[src/rtl/coin_acceptor_if.sv]
// Coin acceptor signal bundle.
//   coin_raw      : async coin-slot sensor, high while a coin passes
//   coin_denom    : coin value code (00=1, 01=2, 10=5, 11=invalid)
//   cancel        : synchronous user cancel
//   wash_done     : completion level from the wash controller
//   coin_in       : one-cycle start pulse to the wash controller
//   credit        : current accumulated credit
//   coin_reject   : one-cycle pulse per detected-but-not-credited coin
//   refund_valid  : one-cycle pulse qualifying refund_amount
//   refund_amount : units returned, 0 when refund_valid is low
// slave = the acceptor, master = the environment driving it.
interface coin_acceptor_if;
  logic       coin_raw;
  logic [1:0] coin_denom;
  logic       cancel;
  logic       wash_done;
  logic       coin_in;
  logic [3:0] credit;
  logic       coin_reject;
  logic       refund_valid;
  logic [3:0] refund_amount;

  modport slave (
    input  coin_raw, coin_denom, cancel, wash_done,
    output coin_in, credit, coin_reject, refund_valid, refund_amount
  );

  modport master (
    output coin_raw, coin_denom, cancel, wash_done,
    input  coin_in, credit, coin_reject, refund_valid, refund_amount
  );
endinterface

[src/rtl/coin_acceptor.sv]
// Coin acceptor for a wash machine: synchronizes and debounces the coin
// sensor, accumulates credit, starts a wash once PRICE is reached, and
// refunds leftover credit on cancel or at the end of the wash.
//   clk   : single clock, rising edge
//   rst_n : asynchronous active-low reset
//   bus   : coin_acceptor_if.slave (see interface header for signals)
// A coin event registered after edge N+1+DEB_CYCLES is acted on by the FSM
// at edge N+2+DEB_CYCLES, N being the first edge that samples coin_raw high.
module coin_acceptor #(
  parameter int DEB_CYCLES = 4,
  parameter int PRICE      = 4
) (
  input  logic           clk,
  input  logic           rst_n,
  coin_acceptor_if.slave bus
);

  localparam logic [3:0] DEB_C  = 4'(DEB_CYCLES);
  localparam logic [3:0] DEB_M1 = 4'(DEB_CYCLES - 1);
  localparam logic [3:0] PRICE4 = 4'(PRICE);
  localparam logic [4:0] PRICE5 = 5'(PRICE);

  typedef enum logic [1:0] {IDLE, COLLECT, START, BUSY} state_e;

  state_e     state_q, state_d;
  logic       sync1_q, sync1_d;
  logic       sync2_q, sync2_d;
  logic [3:0] cnt_q, cnt_d;
  logic       evt_q, evt_d;
  logic [1:0] denom_q, denom_d;
  logic       wd_q, wd_d;
  logic [3:0] credit_q, credit_d;
  logic       rej_q, rej_d;
  logic       rv_q, rv_d;
  logic [3:0] ra_q, ra_d;

  logic [2:0] coin_val;
  logic [4:0] sum;
  logic       fits;
  logic       wd_rise;

  // State register
  always_ff @(posedge clk or negedge rst_n) begin
    if (!rst_n) begin
      state_q  <= IDLE;
      sync1_q  <= 1'b0;
      sync2_q  <= 1'b0;
      cnt_q    <= '0;
      evt_q    <= 1'b0;
      denom_q  <= '0;
      wd_q     <= 1'b0;
      credit_q <= '0;
      rej_q    <= 1'b0;
      rv_q     <= 1'b0;
      ra_q     <= '0;
    end else begin
      state_q  <= state_d;
      sync1_q  <= sync1_d;
      sync2_q  <= sync2_d;
      cnt_q    <= cnt_d;
      evt_q    <= evt_d;
      denom_q  <= denom_d;
      wd_q     <= wd_d;
      credit_q <= credit_d;
      rej_q    <= rej_d;
      rv_q     <= rv_d;
      ra_q     <= ra_d;
    end
  end

  // Synchronizer and debounce. The counter saturates at DEB_CYCLES so a
  // long pulse yields exactly one event; any low sample re-arms it.
  always_comb begin
    sync1_d = bus.coin_raw;
    sync2_d = sync1_q;
    wd_d    = bus.wash_done;
    cnt_d   = cnt_q;
    evt_d   = 1'b0;
    denom_d = denom_q;
    if (!sync2_q) begin
      cnt_d = '0;
    end else if (cnt_q != DEB_C) begin
      cnt_d = cnt_q + 4'd1;
      if (cnt_q == DEB_M1) begin
        evt_d   = 1'b1;
        denom_d = bus.coin_denom;
      end
    end
  end

  always_comb begin
    case (denom_q)
      2'b00:   coin_val = 3'd1;
      2'b01:   coin_val = 3'd2;
      2'b10:   coin_val = 3'd5;
      default: coin_val = 3'd0;
    endcase
  end

  assign sum     = {1'b0, credit_q} + {2'b00, coin_val};
  assign fits    = (denom_q != 2'b11) && (sum <= 5'd15);
  // Edge taken against the registered level: already-high on BUSY entry
  // produces no rise.
  assign wd_rise = bus.wash_done && !wd_q;

  // Next state and credit datapath
  always_comb begin
    state_d  = state_q;
    credit_d = credit_q;
    rej_d    = 1'b0;
    rv_d     = 1'b0;
    ra_d     = '0;
    case (state_q)
      IDLE: begin
        credit_d = '0;
        if (evt_q) begin
          if (fits) begin
            credit_d = sum[3:0];
            state_d  = COLLECT;
          end else begin
            rej_d = 1'b1;
          end
        end
      end
      COLLECT: begin
        if (bus.cancel) begin
          // Cancel wins over a coincident coin; that coin is bounced.
          rv_d     = 1'b1;
          ra_d     = credit_q;
          credit_d = '0;
          rej_d    = evt_q;
          state_d  = IDLE;
        end else begin
          if (evt_q) begin
            if (fits) credit_d = sum[3:0];
            else      rej_d    = 1'b1;
          end
          if ({1'b0, credit_d} >= PRICE5) state_d = START;
        end
      end
      START: begin
        credit_d = credit_q - PRICE4;
        rej_d    = evt_q;
        state_d  = BUSY;
      end
      BUSY: begin
        rej_d = evt_q;
        if (wd_rise) begin
          if (credit_q != 4'd0) begin
            rv_d = 1'b1;
            ra_d = credit_q;
          end
          credit_d = '0;
          state_d  = IDLE;
        end
      end
      default: state_d = IDLE;
    endcase
  end

  // Outputs
  always_comb begin
    bus.coin_in       = (state_q == START);
    bus.credit        = credit_q;
    bus.coin_reject   = rej_q;
    bus.refund_valid  = rv_q;
    bus.refund_amount = ra_q;
  end

endmodule

[src/flat_wrapper.sv]
// flat-port wrapper written by rule: the top's interface ports become plain ports
module coin_acceptor_flat 
#(
  parameter int DEB_CYCLES = 4,
  parameter int PRICE      = 4
)
  (clk, rst_n, bus_coin_raw, bus_coin_denom, bus_cancel, bus_wash_done, bus_coin_in, bus_credit, bus_coin_reject, bus_refund_valid, bus_refund_amount);
  coin_acceptor_if bus_i ();
  input  logic clk;
  input  logic rst_n;
  input wire logic [$bits(bus_i.coin_raw)-1:0] bus_coin_raw;
  input wire logic [$bits(bus_i.coin_denom)-1:0] bus_coin_denom;
  input wire logic [$bits(bus_i.cancel)-1:0] bus_cancel;
  input wire logic [$bits(bus_i.wash_done)-1:0] bus_wash_done;
  output wire logic [$bits(bus_i.coin_in)-1:0] bus_coin_in;
  output wire logic [$bits(bus_i.credit)-1:0] bus_credit;
  output wire logic [$bits(bus_i.coin_reject)-1:0] bus_coin_reject;
  output wire logic [$bits(bus_i.refund_valid)-1:0] bus_refund_valid;
  output wire logic [$bits(bus_i.refund_amount)-1:0] bus_refund_amount;
  assign bus_i.coin_raw = bus_coin_raw;
  assign bus_i.coin_denom = bus_coin_denom;
  assign bus_i.cancel = bus_cancel;
  assign bus_i.wash_done = bus_wash_done;
  assign bus_coin_in = bus_i.coin_in;
  assign bus_credit = bus_i.credit;
  assign bus_coin_reject = bus_i.coin_reject;
  assign bus_refund_valid = bus_i.refund_valid;
  assign bus_refund_amount = bus_i.refund_amount;
  coin_acceptor #(.DEB_CYCLES(DEB_CYCLES), .PRICE(PRICE)) u_core (.clk(clk), .rst_n(rst_n), .bus(bus_i));
endmodule
[config.mk]
export PLATFORM = sky130hd
export DESIGN_NAME = coin_acceptor_flat
export DESIGN_NICKNAME = d
export VERILOG_FILES = /design/src/rtl/coin_acceptor_if.sv /design/src/rtl/coin_acceptor.sv /design/src/flat_wrapper.sv
export SDC_FILE = /design/constraint.sdc
export NUM_CORES = 1
export LEC_CHECK = 0
export CORE_MARGIN = 2
export CORE_UTILIZATION = 45
export CTS_BUF_LIST = sky130_fd_sc_hd__clkbuf_8
export CTS_CLUSTER_DIAMETER = 30
export DETAILED_ROUTE_END_ITERATION = 10
export PLACE_DENSITY_LB_ADDON = 0.15
export SETUP_SLACK_MARGIN = 0.3
export SLEW_MARGIN = 20
export SYNTH_ARGS = -nofsm -noshare
export SYNTH_HDL_FRONTEND = slang
export SYNTH_SLANG_ARGS = --single-unit
[constraint.sdc]
create_clock -name clk -period 2.4 [get_ports clk]
set_clock_uncertainty 0.2 [all_clocks]
set_input_delay 0.24 -clock clk [delete_from_list [all_inputs] [get_ports clk]]
set_output_delay 0.24 -clock clk [all_outputs]
set_load 0.05 [all_outputs]
==> results of run 1 <==
==> report_power, final <==
part | switching (mW) | total [mW] | internal [mW]
Combinational | 0.500 | 0.839 | 0.339
Clock | 0.122 | 0.345 | 0.223
Sequential | 0.0902 | 0.535 | 0.445
Total | 0.713 | 1.72 | 1.01
==> metrics by stage <==
step                cells  worst slack [ps]
global placement      165               169
floorplan             117               261
detailed placement    165               115
global route          172               132
CTS                   171               239
finish                172               187
==> registers in the layout, summed over array words and instances, names as in the netlist, 2 cells and up, named ones only <==
name and count:
u_core.cnt_q 4, u_core.bus.refund_amount 4, u_core.bus.credit 4, u_core.denom_q 2
==> Yosys cell counts, types with 3 or more instances <==
master / number / area share, %
nor2b_1: 4 / 2.1
a21oi_1: 9 / 3.8
inv_1: 7 / 2.2
nand3b_1: 3 / 1.9
nand2b_1: 3 / 1.6
o21ai_1: 4 / 1.7
nor2_1: 6 / 1.9
nand2_1: 7 / 2.2
dfrtp_1: 22 / 46
ha_1: 6 / 6.3
==> layout make-up <==
type / instances / share of cell area (%)
multi-input combinational: 84 / 41.1
sequential: 22 / 35.6
timing repair buffer: 24 / 14.4
clock buffer: 3 / 2.65
tap: 30 / 2.41
clock inverter: 1 / 1.93
inverter: 8 / 1.93
==> cell families after synthesis <==
kind of cell             share of synthesized area (%)
flip-flops                                        46.2
AO/OA/AOI/OAI                                     21.7
XOR/XNOR                                          1.47
multiplexers                                      1.79
adder cells (fa/ha/maj)                           7.98
buffers and inverters                             3.57
AND/OR/NAND/NOR                                   17.2
==> worst reg2reg max path, delay by kind of cell (launching register included) <==
family / cells / cell delay [ps]
AO/OA/AOI/OAI: 4 / 880
adder cells (fa/ha/maj): 2 / 550
buffers and inverters: 1 / 80
flip-flops: 1 / 390
==> what timing repair did <==
item | 4_1_cts | 5_1_grt
setup buffers | 2 | 1
pin swaps | 1 | 3
hold buffers | 0 | 0
resized for setup | 7 | 2
setup endpoints to repair | 7 | 7
==> routing by layer <==
| metal | up-vias | global-route usage (%) |
|---|---|---|
| met5 | - | 0 |
| met4 | 0 | 4.88 |
| met1 | 464 | 21.6 |
| met3 | 4 | 4.92 |
| li1 | 477 | - |
| met2 | 23 | 27.7 |
==> worst max-delay path by stage <==
stage | from | to | slack, ps | depth (start not counted)
finish | u_core.denom_q[0] | flop | 190 | 7
floorplan | u_core.bus.credit[0] | flop | 260 | 6
global placement | u_core.denom_q[0] | flop | 170 | 7
global route | u_core.denom_q[0] | flop | 130 | 7
detailed placement | u_core.denom_q[0] | flop | 120 | 7
CTS | u_core.bus.credit[0] | flop | 240 | 6
==> results.yml, run 1 <==
grt:
  grt_pass1_wl_microns: 4130
  grt_max_degree: 23
  antenna_found_initial: 0
  grt_usage_pct: 16.9
  first_global_vias: 941
  overflow: 0
route:
  wl_per_cell_microns: 14.7
  drt-initial-drc-count: 29
  drcViolationCount: 0
  highest_layer: "met4"
  ant_nets: 0
  vias: 968
  dr_wl_met3_microns: 98
  wl_microns: 2520
  dr.pass1.iters: 4
  dr_wl_met2_microns: 1240
  wl_met1_microns: 1150
  viasPerCell: 5.63
sta:
  fmax_mhz: 452
  timing.hold.ws_ps: 114
  tightestPinTransition_ps: 501
  hold_viol_final: 0
  rsz0062_at_grt: "true"
  timing.final.crit_share_pct: 92.2
  setup_viol: 0
  finalCriticalPeriod_ps: 2210
  report.final.slew_viol_count: 0
  slew_headroom_pct: 66.5
  fin_tns_setup_ps: 0
place:
  place_congestion: 0.861
  dp_hpwl_microns: 1810
  dpl_cell_area_sq_mm: 0.00144
  place.port_buffers: 17
clocking:
  cts_tree: "built"
  cts_sinks: 22
  clockBufferDepth: 2
  ctsRootBufferMaster: "clkbuf_8"
  clkLatencyLatePin_ps: 260
  htree_num_levels: 1
  numCtsBuffers: 3
  path_clk_slew_ps: 80
cells_and_area:
  final_common_cell: "dfrtp_1"
  layout_common_cells: "dfrtp_1, clkdlybuf4s50_1, a21oi_1"
  fin_area_sq_mm: 0.00156
  seqCellArea_sq_um: 554
  multi_input_area_sq_um: 639
  num-fill-cells: 202
  nets: 157
  antennaDiodeCount: 0
  syn2layout_area_growth_pct: 30.7
  final_util_pct: 62.3
  drive_gt1_share_pct: 19.7
yosys:
  yosysWarnings: 0
  netlist_area_sq_mm: 0.00119
  synth-edff-count: 0
  syn_nets: 131
  synth_flop_cell: "dfrtp_1"
  synthArstFlopShare_pct: 100
  syn_inst: 117
  synth.ff_latch_count: 22
  synth.avg_cell_area_sq_um: 10.2
  seq_area_frac_synth_pct: 46.2
  ys_types: 44
power:
  leakage_nw: 0.713
  p_per_area_mw_per_mm2: 1100
  power_mw: 1.72
  peakVddDrop_v: 0.000767
floorplan:
  fp.dieH_microns: 55.5
  die_area_sq_mm: 0.00307
  start_util_pct: 47.6
  io_pins: 18
  rows: 18
  core_sq_mm: 0.00250
  fp.dieW_microns: 55.5
critical_path:
  crit_required_ps: 2360
  r2r-start: "u_core.denom_q[0]"
  reg2reg_depth: 7
  critPathBufInv: 1
  critPathMaxFanout: 5
  cp_data_arrival_time_ps: 2170
  max_stage_delay_ps: 390
  critPathTopFamily: "compound AO/OA/AOI/OAI gates"
  rrSetupSlack_ps: 190
  path_cells: "inv_2 > ha_4 > fa_2 > a21o_1 > a211oi_2 > o32ai_2 > a31o_1"
  crit_type: "flop to flop"
  crit_path_end_kind: "flop"
  start_kind: "flop"
  cpMaxStageDelayCell: "dfrtp_1"
worst_hold_path:
  hold_path_class: "input port to async pin"
run:
  maxCapViolCount: 0
status:
  status: "finished, final reports clean"
Note: power is estimated with default switching activity, not from simulation.
==> inputs of run 2 (changes only) <==
- clock period: 2.4 -> 2 ns (I/O delays scaled with it)
==> run 2 against run 1 <==
Effect of this change:
- the run now ends with setup timing left
- routed wire length is 0.91% higher
- via count increased by 4.2%
- first-iteration DRC count rose by 14%
- largest cell class unchanged
- highest routed layer unchanged
==> results.yml, run 2 (synthesis results as in run 1) <==
status:
  status: "complete, but fails checks"
  violations: "setup timing"
grt:
  grt_max_degree: 23
  first_global_vias: 937
  grt_usage_pct: 17.3
  antenna_found_initial: 0
  overflow: 0
  grt_pass1_wl_microns: 4200
clocking:
  cts_sinks: 22
  path_clk_slew_ps: 80
  ctsRootBufferMaster: "clkbuf_8"
  numCtsBuffers: 3
  clkLatencyLatePin_ps: 260
  cts_tree: "built"
  clockBufferDepth: 2
  htree_num_levels: 1
  cts_hold_buf: 0
route:
  vias: 1009
  ant_nets: 0
  drcViolationCount: 0
  wl_microns: 2550
  drt-initial-drc-count: 33
  wl_per_cell_microns: 14.0
  viasPerCell: 5.54
  dr.pass1.iters: 4
critical_path:
  max_stage_delay_ps: 400
  cpMaxStageDelayCell: "fa_2"
  cp_data_arrival_time_ps: 2080
  critPathBufInv: 1
  path_cells: "inv_2 > ha_4 > fa_2 > a21o_1 > a211oi_2 > o32ai_2 > a31o_1"
  crit_path_end_kind: "flop"
  start_kind: "flop"
  crit_type: "flop to flop"
  critPathMaxFanout: 4
  crit_required_ps: 1950
  critPathTopFamily: "compound AO/OA/AOI/OAI gates"
floorplan:
  rows: 18
  start_util_pct: 47.6
  core_sq_mm: 0.00250
  fp.dieH_microns: 55.5
  die_area_sq_mm: 0.00307
  fp.dieW_microns: 55.5
  io_pins: 18
place:
  dpl_cell_area_sq_mm: 0.00152
  dp_cells: 172
  dp_hpwl_microns: 1880
  place.port_buffers: 17
  place_congestion: 0.818
  pre_cts_slack_ps: -165
power:
  p_per_area_mw_per_mm2: 1270
  leakage_nw: 0.793
  peakVddDrop_v: 0.000798
  power_mw: 2.13
cells_and_area:
  antennaDiodeCount: 0
  final_util_pct: 67.0
  final_cells: 182
  drive_gt1_share_pct: 34.2
  fin_area_sq_mm: 0.00168
  final_common_cell: "buf_4"
  nets: 167
  syn2layout_area_growth_pct: 40.7
  layout_common_cells: "buf_4, dfrtp_1, nand2_1, a21oi_1"
sta:
  tightestPinTransition_ps: 492
  rsz0062_at_grt: "true"
  finalCriticalPeriod_ps: 2130
  slew_headroom_pct: 67.4
  timing.final.ws_setup_ps: -127
  hold_viol_final: 0
  report.final.slew_viol_count: 0
  timing.final.crit_share_pct: 106
  setup_viol: 6
  fmax_mhz: 470
worst_hold_path:
  hold_path_class: "input port to async pin"
run:
  maxCapViolCount: 0
run 2: changes by cell type in the layout (fill, tap and decap cells not counted), moves of 2 or more:
cell / change
buf_4: +12
clkdlybuf4s50_1: -9
dlygate4sd2_1: +5
dfrtp_1: -2
dfrtp_2: +2
ha_4: +2
nor3b_1: -2
nor3b_2: +2
run 2: per-layer routing:
layer | vias up | global-route usage [%] | share of wire [%]
li1 | 500 | - | -
met3 | 4 | 5.15 | 5.5
met2 | 35 | 27.7 | 48
met5 | - | 0 | 0
met1 | 470 | 22.5 | 45
met4 | 0 | 5.23 | 1.1
run 2: worst reg2reg max path: stages (launching register included):
cell      delay (ps)
dfrtp_1          390
inv_2             90
ha_4             170
fa_2             400
a21o_1           220
a211oi_2         210
o32ai_2          130
a31o_1           220
run 2: cell type report:
cell class,count,area [sq um]
Fill cell,202,825
Multi-Input combinational cell,84,698
Sequential cell,22,557
Timing Repair Buffer,34,298
Clock buffer,4,55.1
Tap cell,30,37.5
Inverter,8,30.0
run 2: report_power, final:
group / switching, mW / internal, mW / leakage, nW
clock: 0.140 / 0.175 / 0.0288
sequential: 0.160 / 0.537 / 0.280
combinational: 0.598 / 0.520 / 0.485
total: 0.898 / 1.23 / 0.793
run 2: final timing paths:
kind / start / end / slack, ps / cells after the start
min in group clk: u_core.sync1_q / u_core.sync2_q / 160 / 0
max in group asynchronous: rst_n / u_core.bus.credit[0] / 1280 / 2
worst max-delay path: u_core.denom_q[0] / flop / -130 / 7
worst min-delay path: rst_n / u_core.bus.credit[3] / 80 / 2
worst max register to register: u_core.denom_q[0] / flop / -130 / 7
worst min register to register: u_core.sync1_q / u_core.sync2_q / 160 / 0
run 2: metrics by stage:
stage          hold WS, ps  setup TNS, ps
2_1_floorplan         -296           -285
6_report              79.4           -471
4_1_cts               81.1           -537
3_5_place_dp           144           -725
5_1_grt                121          -1060
3_3_place_gp           134           -484
run 2: what timing repair did:
item	CTS	global route
resized for setup	15	5
endpoints found under the hold margin	0	0
setup endpoints to repair	15	11
pin swaps	9	10
setup buffers	4	2
cloned	0	0
==> inputs of run 3 (changes only) <==
- TNS_END_PERCENT: unset -> 50
==> run 3 against run 2 <==
Effect of this change:
- final cell count down 2.7%
- combinational power decreased by 4%
- sequential power shrank 2.9%
- the run still ends with setup timing left
- routed wire length rose by 6.5%
- via count shrank 0.50%
==> results.yml, run 3 (synthesis results as in run 1) <==
status:
  status: "complete, but fails checks"
  violations: "setup timing"
cells_and_area:
  final_cells: 177
  nets: 163
  syn2layout_area_growth_pct: 35.0
  antennaDiodeCount: 0
  final_common_cell: "dfrtp_1"
  drive_gt1_share_pct: 29.3
  layout_common_cells: "dfrtp_1, buf_4, a21oi_1"
  fin_area_sq_mm: 0.00161
  num-fill-cells: 210
  final_util_pct: 64.3
clocking:
  numCtsBuffers: 3
  path_clk_slew_ps: 80
  cts_sinks: 22
  cts_tree: "built"
  htree_num_levels: 1
  clockBufferDepth: 2
  ctsRootBufferMaster: "clkbuf_8"
  clkLatencyLatePin_ps: 260
grt:
  use_met1_pct: 20.9
  grt_use_met2_pct: 31.6
  grt_max_degree: 23
  grt_use_met3_pct: 5.15
  grt_pass1_wl_microns: 4410
  overflow: 0
  grt_usage_pct: 17.9
  antenna_found_initial: 0
  globalRoute.busiestLayer: "met2"
  first_global_vias: 989
floorplan:
  die_area_sq_mm: 0.00307
  core_sq_mm: 0.00250
  rows: 18
  fp.dieW_microns: 55.5
  fp.dieH_microns: 55.5
  start_util_pct: 47.6
  io_pins: 18
sta:
  timing.hold.ws_ps: 83.5
  slew_headroom_pct: 66.8
  finalCriticalPeriod_ps: 2130
  report.final.slew_viol_count: 0
  fmax_mhz: 469
  fin_tns_setup_ps: -523
  setup_viol: 6
  timing.final.crit_share_pct: 107
  hold_viol_final: 0
  rsz0062_at_grt: "true"
  timing.final.ws_setup_ps: -133
  tightestPinTransition_ps: 500
power:
  power.switching_mw: 0.902
  swShare_pct: 44.4
  seqPwrFrac_pct: 33.3
  power_frac_comb_pct: 53.2
  p_per_area_mw_per_mm2: 1260
  power_mw: 2.03
  internal_power_mw: 1.13
  peakVddDrop_v: 0.000758
  leakage_nw: 0.768
  p_clk_share_pct: 13.5
route:
  ant_nets: 0
  drt-initial-drc-count: 44
  dr.pass1.iters: 4
  vias: 1004
  wl_per_cell_microns: 15.3
  viasPerCell: 5.67
  wl_microns: 2710
  drcViolationCount: 0
place:
  dp_cells: 170
  pre_cts_slack_ps: -151
  place.port_buffers: 17
  place_congestion: 0.826
  dpl_cell_area_sq_mm: 0.00150
  dp_hpwl_microns: 1930
critical_path:
  crit_required_ps: 1950
  start_kind: "flop"
  critPathMaxFanout: 6
  crit_type: "flop to flop"
  crit_path_end_kind: "flop"
  cp_data_arrival_time_ps: 2090
run:
  maxCapViolCount: 0
worst_hold_path:
  hold_path_class: "input port to async pin"
## run 3: metal layers
layer  vias to the layer above  part of all wire [%]
li1                        488                     -
met2                        14                    53
met5                         -                     0
met4                         0                  0.88
met3                         2                   2.9
met1                       500                    43
## run 3: worst paths after layout
path	start	end	slack (ps)	cells past startpoint
min	rst_n	u_core.cnt_q[0]	80	2
min reg2reg	u_core.sync1_q	u_core.sync2_q	160	0
min in group clk	u_core.sync1_q	u_core.sync2_q	160	0
max	u_core.denom_q[1]	flop	-130	6
max in group asynchronous	rst_n	u_core.bus.credit[1]	1270	2
max reg2reg	u_core.denom_q[1]	flop	-130	6
## run 3: cell type report
class	count	area (sq um)	share of cell area [%]
well taps	30	37.5	2.33
inverters	8	30.0	1.87
clock buffers	3	41.3	2.57
flip-flops and latches	22	553	34.4
multi-input cells	84	686	42.6
repair buffers	30	260	16.2
## run 3: power by group through the flow
stage	Clock, mW	Combinational [mW]	Sequential (mW)
2_1_floorplan	0	0.595	0.733
3_3_place_gp	0	0.958	0.665
3_5_place_dp	0	0.981	0.668
4_1_cts	0.278	1.04	0.667
5_1_grt	0.299	1.17	0.698
6_report	0.274	1.08	0.677
## run 3: worst max-delay path, cell delays in order, from the launching register on
cell and delay (ps):
dfrtp_1 440, and2b_2 230, ha_2 330, a21o_1 240, a211oi_2 230, o32ai_2 120, a31o_1 220
## run 3: timing repair
item,4_1_cts,5_1_grt
buffers inserted,4,0
hold buffers,0,0
endpoints found under the setup margin,14,9
resized for setup,12,3
pin swaps,3,4
